$ cat src/rtl/fb_port_arbiter_if.sv
// ---------------------------------------------------------------------------
// fb_port_arbiter_if
//   Bundles the requester-side and RAM-side signals of the framebuffer port
//   arbiter so they travel as one port.
//
//   Scan-out : sc_req, sc_addr -> sc_rdata, sc_rvalid
//   Writer   : wr_valid, wr_addr, wr_data -> wr_ready
//   Host     : hr_req, hr_addr -> hr_ack, hr_rdata
//   RAM      : ram_addr, ram_wdata, ram_we -> ram_rdata
//   Status   : oob_cnt (saturating out-of-range access count)
//
//   slave  : the arbiter itself
//   master : the surrounding requesters and RAM model
// ---------------------------------------------------------------------------
interface fb_port_arbiter_if;
    logic        sc_req;
    logic [18:0] sc_addr;
    logic [11:0] sc_rdata;
    logic        sc_rvalid;

    logic        wr_valid;
    logic [18:0] wr_addr;
    logic [11:0] wr_data;
    logic        wr_ready;

    logic        hr_req;
    logic [18:0] hr_addr;
    logic        hr_ack;
    logic [11:0] hr_rdata;

    logic [18:0] ram_addr;
    logic [11:0] ram_wdata;
    logic        ram_we;
    logic [11:0] ram_rdata;

    logic [7:0]  oob_cnt;

    modport slave (
        input  sc_req, sc_addr, wr_valid, wr_addr, wr_data, hr_req, hr_addr, ram_rdata,
        output sc_rdata, sc_rvalid, wr_ready, hr_ack, hr_rdata,
               ram_addr, ram_wdata, ram_we, oob_cnt
    );

    modport master (
        output sc_req, sc_addr, wr_valid, wr_addr, wr_data, hr_req, hr_addr, ram_rdata,
        input  sc_rdata, sc_rvalid, wr_ready, hr_ack, hr_rdata,
               ram_addr, ram_wdata, ram_we, oob_cnt
    );
endinterface

$ cat src/rtl/fb_port_arbiter.sv
// ---------------------------------------------------------------------------
// fb_port_arbiter
//   Shares the single-port 640x480x12b framebuffer RAM between the VGA
//   scan-out reader, the pixel writer and a host read port. Scan-out has
//   absolute priority; writer and host alternate round-robin on the rest.
//
//   Ports:
//     clk_vga  pixel clock, all logic on the rising edge
//     rst_n    asynchronous active-low reset
//     bus      fb_port_arbiter_if.slave (requesters, RAM side, oob_cnt)
//
//   Optional feature: define FB_WBUF_EN to place a WBUF_DEPTH-entry FIFO in
//   front of the writer. Without it the writer handshake is direct.
// ---------------------------------------------------------------------------
module fb_port_arbiter #(
    parameter int Wight      = 640,
    parameter int Height     = 480,
    parameter int WBUF_DEPTH = 4
) (
    input  logic              clk_vga,
    input  logic              rst_n,
    fb_port_arbiter_if.slave  bus
);

    localparam logic [18:0] FB_SIZE = 19'(Wight * Height);

    if (WBUF_DEPTH < 2 || (WBUF_DEPTH & (WBUF_DEPTH - 1)) != 0) begin : g_bad_depth
        $error("WBUF_DEPTH must be a power of 2, at least 2");
    end

    typedef enum logic [1:0] {G_IDLE, G_SCAN, G_WR, G_HOST} grant_e;
    typedef enum logic {LAST_WR, LAST_HOST} last_e;

    grant_e      grant;
    last_e       last_q, last_d;
    logic [18:0] addr_q, ram_addr_d;
    logic [11:0] ram_wdata_d;
    logic        ram_we_d;
    logic        sc_rvalid_q, hr_pend_q, hr_oob_q;
    logic [7:0]  oob_q;

    // Writer-side request as seen by the grant logic (direct or FIFO head).
    logic        wr_req;
    logic [18:0] wr_req_addr;
    logic [11:0] wr_req_data;
    logic        wr_oob, hr_oob, host_elig;

`ifdef FB_WBUF_EN
    localparam int PW = $clog2(WBUF_DEPTH);

    logic [18:0]   fifo_addr [WBUF_DEPTH];
    logic [11:0]   fifo_data [WBUF_DEPTH];
    logic [PW-1:0] rd_ptr, wr_ptr;
    logic [PW:0]   count;
    logic          full, push, pop;

    // Full comes from the count register, so a pop in the same cycle never
    // frees a slot early; an entry pushed into an empty FIFO is only visible
    // to the grant logic the following cycle.
    assign full        = (count == (PW+1)'(WBUF_DEPTH));
    assign push        = bus.wr_valid & ~full;
    assign pop         = (grant == G_WR);
    assign wr_req      = (count != '0);
    assign wr_req_addr = fifo_addr[rd_ptr];
    assign wr_req_data = fifo_data[rd_ptr];
    assign bus.wr_ready = rst_n & ~full;

    always_ff @(posedge clk_vga or negedge rst_n) begin
        if (!rst_n) begin
            rd_ptr <= '0;
            wr_ptr <= '0;
            count  <= '0;
        end else begin
            if (push) wr_ptr <= wr_ptr + PW'(1);
            if (pop)  rd_ptr <= rd_ptr + PW'(1);
            case ({push, pop})
                2'b10:   count <= count + (PW+1)'(1);
                2'b01:   count <= count - (PW+1)'(1);
                default: ;
            endcase
        end
    end

    // NOTE: storage is not reset; pointers and count alone define validity,
    // and leaving data arrays out of reset lets them map onto plain RAM/flops.
    always_ff @(posedge clk_vga) begin
        if (push) begin
            fifo_addr[wr_ptr] <= bus.wr_addr;
            fifo_data[wr_ptr] <= bus.wr_data;
        end
    end
`else
    assign wr_req       = bus.wr_valid;
    assign wr_req_addr  = bus.wr_addr;
    assign wr_req_data  = bus.wr_data;
    assign bus.wr_ready = (grant == G_WR);
`endif

    assign wr_oob    = (wr_req_addr >= FB_SIZE);
    assign hr_oob    = (bus.hr_addr >= FB_SIZE);
    assign host_elig = bus.hr_req & ~hr_pend_q;

    // Grant selection. rst_n forces IDLE so every combinational output is
    // quiet while reset is held, even with requests active.
    // NOTE: every always_comb output gets a default first, so no path can
    // leave a signal unassigned and infer a latch.
    always_comb begin
        grant  = G_IDLE;
        last_d = last_q;
        if (!rst_n) begin
            grant = G_IDLE;
        end else if (bus.sc_req) begin
            grant = G_SCAN;
        end else if (wr_req && host_elig) begin
            grant = (last_q == LAST_WR) ? G_HOST : G_WR;
        end else if (wr_req) begin
            grant = G_WR;
        end else if (host_elig) begin
            grant = G_HOST;
        end
        if (grant == G_WR)   last_d = LAST_WR;
        if (grant == G_HOST) last_d = LAST_HOST;
    end

    // RAM port mux. Address holds whenever no RAM cycle is used, including
    // out-of-range writer/host accesses.
    always_comb begin
        ram_addr_d  = addr_q;
        ram_wdata_d = '0;
        ram_we_d    = 1'b0;
        case (grant)
            G_SCAN: ram_addr_d = bus.sc_addr;
            G_WR: begin
                if (!wr_oob) begin
                    ram_addr_d  = wr_req_addr;
                    ram_wdata_d = wr_req_data;
                    ram_we_d    = 1'b1;
                end
            end
            G_HOST: begin
                if (!hr_oob) ram_addr_d = bus.hr_addr;
            end
            default: ;
        endcase
    end

    // NOTE: sequential state uses non-blocking assignments only, so every
    // register samples the pre-edge values regardless of statement order.
    always_ff @(posedge clk_vga or negedge rst_n) begin
        if (!rst_n) begin
            last_q      <= LAST_HOST;
            addr_q      <= '0;
            sc_rvalid_q <= 1'b0;
            hr_pend_q   <= 1'b0;
            hr_oob_q    <= 1'b0;
            oob_q       <= '0;
        end else begin
            last_q      <= last_d;
            addr_q      <= ram_addr_d;
            sc_rvalid_q <= bus.sc_req;
            hr_pend_q   <= (grant == G_HOST);
            hr_oob_q    <= hr_oob;
            if (((grant == G_WR && wr_oob) || (grant == G_HOST && hr_oob)) && oob_q != 8'hFF)
                oob_q <= oob_q + 8'd1;
        end
    end

    assign bus.ram_addr  = ram_addr_d;
    assign bus.ram_wdata = ram_wdata_d;
    assign bus.ram_we    = ram_we_d;
    assign bus.sc_rdata  = bus.ram_rdata;
    assign bus.sc_rvalid = sc_rvalid_q;
    assign bus.hr_ack    = hr_pend_q;
    assign bus.hr_rdata  = (hr_pend_q && !hr_oob_q) ? bus.ram_rdata : 12'h000;
    assign bus.oob_cnt   = oob_q;

endmodule
$ cat src/flat_wrapper.sv
// flat-port wrapper written by rule: the top's interface ports become plain ports
module fb_port_arbiter_flat 
#(
    parameter int Wight      = 640,
    parameter int Height     = 480,
    parameter int WBUF_DEPTH = 4
)
  (clk_vga, rst_n, bus_sc_req, bus_sc_addr, bus_wr_valid, bus_wr_addr, bus_wr_data, bus_hr_req, bus_hr_addr, bus_ram_rdata, bus_sc_rdata, bus_sc_rvalid, bus_wr_ready, bus_hr_ack, bus_hr_rdata, bus_ram_addr, bus_ram_wdata, bus_ram_we, bus_oob_cnt);
  fb_port_arbiter_if bus_i ();
  input  logic clk_vga;
  input  logic rst_n;
  input wire logic [$bits(bus_i.sc_req)-1:0] bus_sc_req;
  input wire logic [$bits(bus_i.sc_addr)-1:0] bus_sc_addr;
  input wire logic [$bits(bus_i.wr_valid)-1:0] bus_wr_valid;
  input wire logic [$bits(bus_i.wr_addr)-1:0] bus_wr_addr;
  input wire logic [$bits(bus_i.wr_data)-1:0] bus_wr_data;
  input wire logic [$bits(bus_i.hr_req)-1:0] bus_hr_req;
  input wire logic [$bits(bus_i.hr_addr)-1:0] bus_hr_addr;
  input wire logic [$bits(bus_i.ram_rdata)-1:0] bus_ram_rdata;
  output wire logic [$bits(bus_i.sc_rdata)-1:0] bus_sc_rdata;
  output wire logic [$bits(bus_i.sc_rvalid)-1:0] bus_sc_rvalid;
  output wire logic [$bits(bus_i.wr_ready)-1:0] bus_wr_ready;
  output wire logic [$bits(bus_i.hr_ack)-1:0] bus_hr_ack;
  output wire logic [$bits(bus_i.hr_rdata)-1:0] bus_hr_rdata;
  output wire logic [$bits(bus_i.ram_addr)-1:0] bus_ram_addr;
  output wire logic [$bits(bus_i.ram_wdata)-1:0] bus_ram_wdata;
  output wire logic [$bits(bus_i.ram_we)-1:0] bus_ram_we;
  output wire logic [$bits(bus_i.oob_cnt)-1:0] bus_oob_cnt;
  assign bus_i.sc_req = bus_sc_req;
  assign bus_i.sc_addr = bus_sc_addr;
  assign bus_i.wr_valid = bus_wr_valid;
  assign bus_i.wr_addr = bus_wr_addr;
  assign bus_i.wr_data = bus_wr_data;
  assign bus_i.hr_req = bus_hr_req;
  assign bus_i.hr_addr = bus_hr_addr;
  assign bus_i.ram_rdata = bus_ram_rdata;
  assign bus_sc_rdata = bus_i.sc_rdata;
  assign bus_sc_rvalid = bus_i.sc_rvalid;
  assign bus_wr_ready = bus_i.wr_ready;
  assign bus_hr_ack = bus_i.hr_ack;
  assign bus_hr_rdata = bus_i.hr_rdata;
  assign bus_ram_addr = bus_i.ram_addr;
  assign bus_ram_wdata = bus_i.ram_wdata;
  assign bus_ram_we = bus_i.ram_we;
  assign bus_oob_cnt = bus_i.oob_cnt;
  fb_port_arbiter #(.Wight(Wight), .Height(Height), .WBUF_DEPTH(WBUF_DEPTH)) u_core (.clk_vga(clk_vga), .rst_n(rst_n), .bus(bus_i));
endmodule
$ cat config.mk
export PLATFORM = sky130hd
export DESIGN_NAME = fb_port_arbiter_flat
export DESIGN_NICKNAME = d
export VERILOG_FILES = /design/src/rtl/fb_port_arbiter_if.sv /design/src/rtl/fb_port_arbiter.sv /design/src/flat_wrapper.sv
export SDC_FILE = /design/constraint.sdc
export NUM_CORES = 1
export LEC_CHECK = 0
export ABC_CLOCK_PERIOD_IN_PS = 3700
export CORE_MARGIN = 2
export CORE_UTILIZATION = 32
export CTS_BUF_LIST = sky130_fd_sc_hd__clkbuf_8 sky130_fd_sc_hd__clkbuf_16
export DETAILED_ROUTE_END_ITERATION = 6
export PLACE_DENSITY = 0.8
export SLEW_MARGIN = 10
export SYNTH_ARGS = -nofsm -noshare
export SYNTH_HDL_FRONTEND = slang
export SYNTH_SLANG_ARGS = --single-unit
$ cat constraint.sdc
create_clock -name clk_vga -period 3.7 [get_ports clk_vga]
set_input_delay 0.925 -clock clk_vga [delete_from_list [all_inputs] [get_ports clk_vga]]
set_output_delay 0.925 -clock clk_vga [all_outputs]
set_load 0.01 [all_outputs]
==> metrics.txt <==
synthesized area=1770 sq um; gpl congestion=0.772; Synth cell types=39; proportion of layout cells with a drive suffix above 1=0.269; Post-Syn Instances=165; DRC violations left=0; starting density of the core=0.326; final core occ=0.679; P&R area growth vs syn=108%; initial antenna violation count=1; Crit-path slowest cell=a221o_1; Critical Path RT=2.77 ns; Pre-Repair DR Iteration Count=6; Root Buffer Master=clkbuf_8; IO Pins=153; Worst VDD drop=0.245 mV; total power=0.00120 W; detailed-placement wirelength estimate=4.96 mm; Global Route Usage Sum=0.224; Post-Syn Nets=252; hold crit path type=reg2reg; CTS clock-pin slew for the worst setup and hold paths=0.06 ns; Synth top area share=0.423; Placement Setup Slack=-0.545 ns; first-pass GRT wire length=10.6 mm; Fin. Hold Viols=0; fraction of registers with async set/reset=1.00; worst-margin pin slew=0.578 ns; status=finished, final reports clean; Tcrit/Tclk final=0.988; Critical Path, Cell by Cell=dlygate4sd2_1, a211oi_2, nand2_2, a32oi_2, nand2b_1, buf_6, buf_4, a221o_1, buf_2; worst setup margin=0.0441 ns; Final setup viols=0; P per Cell Area=324 nW/um^2; Via density=5.07; largest net degree at the start of global routing=20; sequential area share after synthesis=0.438; die extent in x=78.5 um; CP peak stage delay=0.37 ns; WL final=6.76 mm; Rows=27; MaxCap Viol Count=0; CP Class=in2out; total gr overflow=0; Starting DRT DRC Count=70; Main synth FF type=dfrtp_1; largest cells by area after synthesis=dfrtp_1, a221o_1, and2_1; flops & latches, synth=31; largest area contributor in the netlist=dfrtp_1; layout net count=439; TritonCTS buffer count=5; CTS tree=done; port buffer count=152; Bufs on Longest Clock Path=2; hold buffer count at cts=0; Detail Route Antenna Nets=0; Synthesis Warnings=0; Max Clock Skew=0.0100 ns; die area=6160 sq um; Worst setup EP type=output port; Core Footprint=5440 sq um; vias in the first global route=2185; Clock Latency Late Sink=0.29 ns; largest fanout on the critical path=7; Final Max Tran Viols=0; relative slew slack=0.614; via count=2160; Chip Height=78.5 um; Routed WL per cell=15.9 um; Mean Syn Cell Area=10.8 sq um; number of flops mapped to enable cells by yosys=0; final setup TNS=0 ns; most common cell after layout, fill and taps aside=clkdlybuf4s50_1; CP Data Arrival Time=2.73 ns; LEAKAGE=1.75 nW; startpoint types=primary input; most frequent cells in the layout=clkdlybuf4s50_1, buf_4, dfrtp_1; H-tree levels=2; CTS Sinks=31; fin crit period=3.66 ns; f_max=274 MHz
## metal layers
layer,vias up,share of wire,GRT usage
li1,999,-,-
met1,1011,0.37,0.232
met2,133,0.52,0.402
met3,17,0.098,0.0839
met4,0,0.019,0.0965
met5,-,0,0
## sequential cells by signal, indices dropped and copies added, names as in the netlist
| signal | count |
|---|---|
| u_core.addr_q | 19 |
| u_core.bus.oob_cnt | 8 |
| u_core.bus.hr_ack | 1 |
| u_core.bus.sc_rvalid | 1 |
| u_core.hr_oob_q | 1 |
| u_core.last_q | 1 |
## final cells by class
class	count	area, sq um
Sequential cell	31	777
Multi-Input combinational cell	111	891
Clock buffer	5	68.8
Fill cell	435	1750
Inverter	1	3.75
Clock inverter	3	43.8
Antenna cell	1	2.50
Timing Repair Buffer	202	1820
Tap cell	72	90.1
## logic make-up (layout without fill, tap and decap cells)
logic type / count (synthesis) / count (layout) / synth area share
fa+ha+maj: 1 / 1 / 0.00705
flops: 31 / 31 / 0.438
xor+xnor: 4 / 4 / 0.0197
compound gates: 53 / 53 / 0.262
simple gates: 51 / 51 / 0.175
buf+inv: 23 / 211 / 0.0860
other cells: 0 / 1 / 0
mux: 2 / 2 / 0.0127
## power by group
part	switching, W	internal (W)	leakage (nW)
logic	0.000161	0.000254	1.30
registers	0.0000417	0.000396	0.390
clock network	0.000143	0.000200	0.0581
## synth_stat cells (3+ instances only)
cell type,count
buf_4,12
dfrtp_1,30
and2_1,26
nand3_1,3
a22o_1,17
clkbuf_1,5
nor3_1,3
a221o_1,18
xor2_1,4
nand2_1,4
nor2b_1,3
a21oi_1,4
## worst max-delay path: cells and delay by family
family,cells,cell delay (ns)
simple gates,2,0.24
compound gates,3,0.88
buf+inv,4,0.70
## what timing repair did
item,in CTS,in global routing
pin swaps,10,17
setup endpoints to repair,32,28
gates cloned,1,0
setup buffers,13,3
gates resized for setup,108,18
## worst paths after layout
path | start | endpoint | slack, ns | cells after the start
max in group asynchronous | rst_n | u_core.last_q | 2.63 | 3
min in group asynchronous | rst_n | u_core.addr_q[15] | 0.59 | 2
hold reg to reg | u_core.bus.oob_cnt[5] | u_core.bus.oob_cnt[5] | 0.51 | 1
setup reg to reg | u_core.bus.hr_ack | u_core.bus.oob_cnt[1] | 1.72 | 6
setup / recovery | bus_hr_addr[16] | bus_ram_addr[15] | 0.04 | 9
hold / removal | u_core.bus.oob_cnt[5] | u_core.bus.oob_cnt[5] | 0.51 | 1
## metrics by stage
step / instance area [sq um] / hold slack [ns] / std cells
2_1_floorplan: 1770 / 0.484 / 165
6_report: 3690 / 0.514 / 426
3_5_place_dp: 3510 / 0.499 / 400
3_3_place_gp: 3510 / 0.496 / 400
5_1_grt: 3690 / 0.532 / 426
4_1_cts: 3660 / 0.516 / 422
No activity file was read; power rests on OpenSTA's default activity.
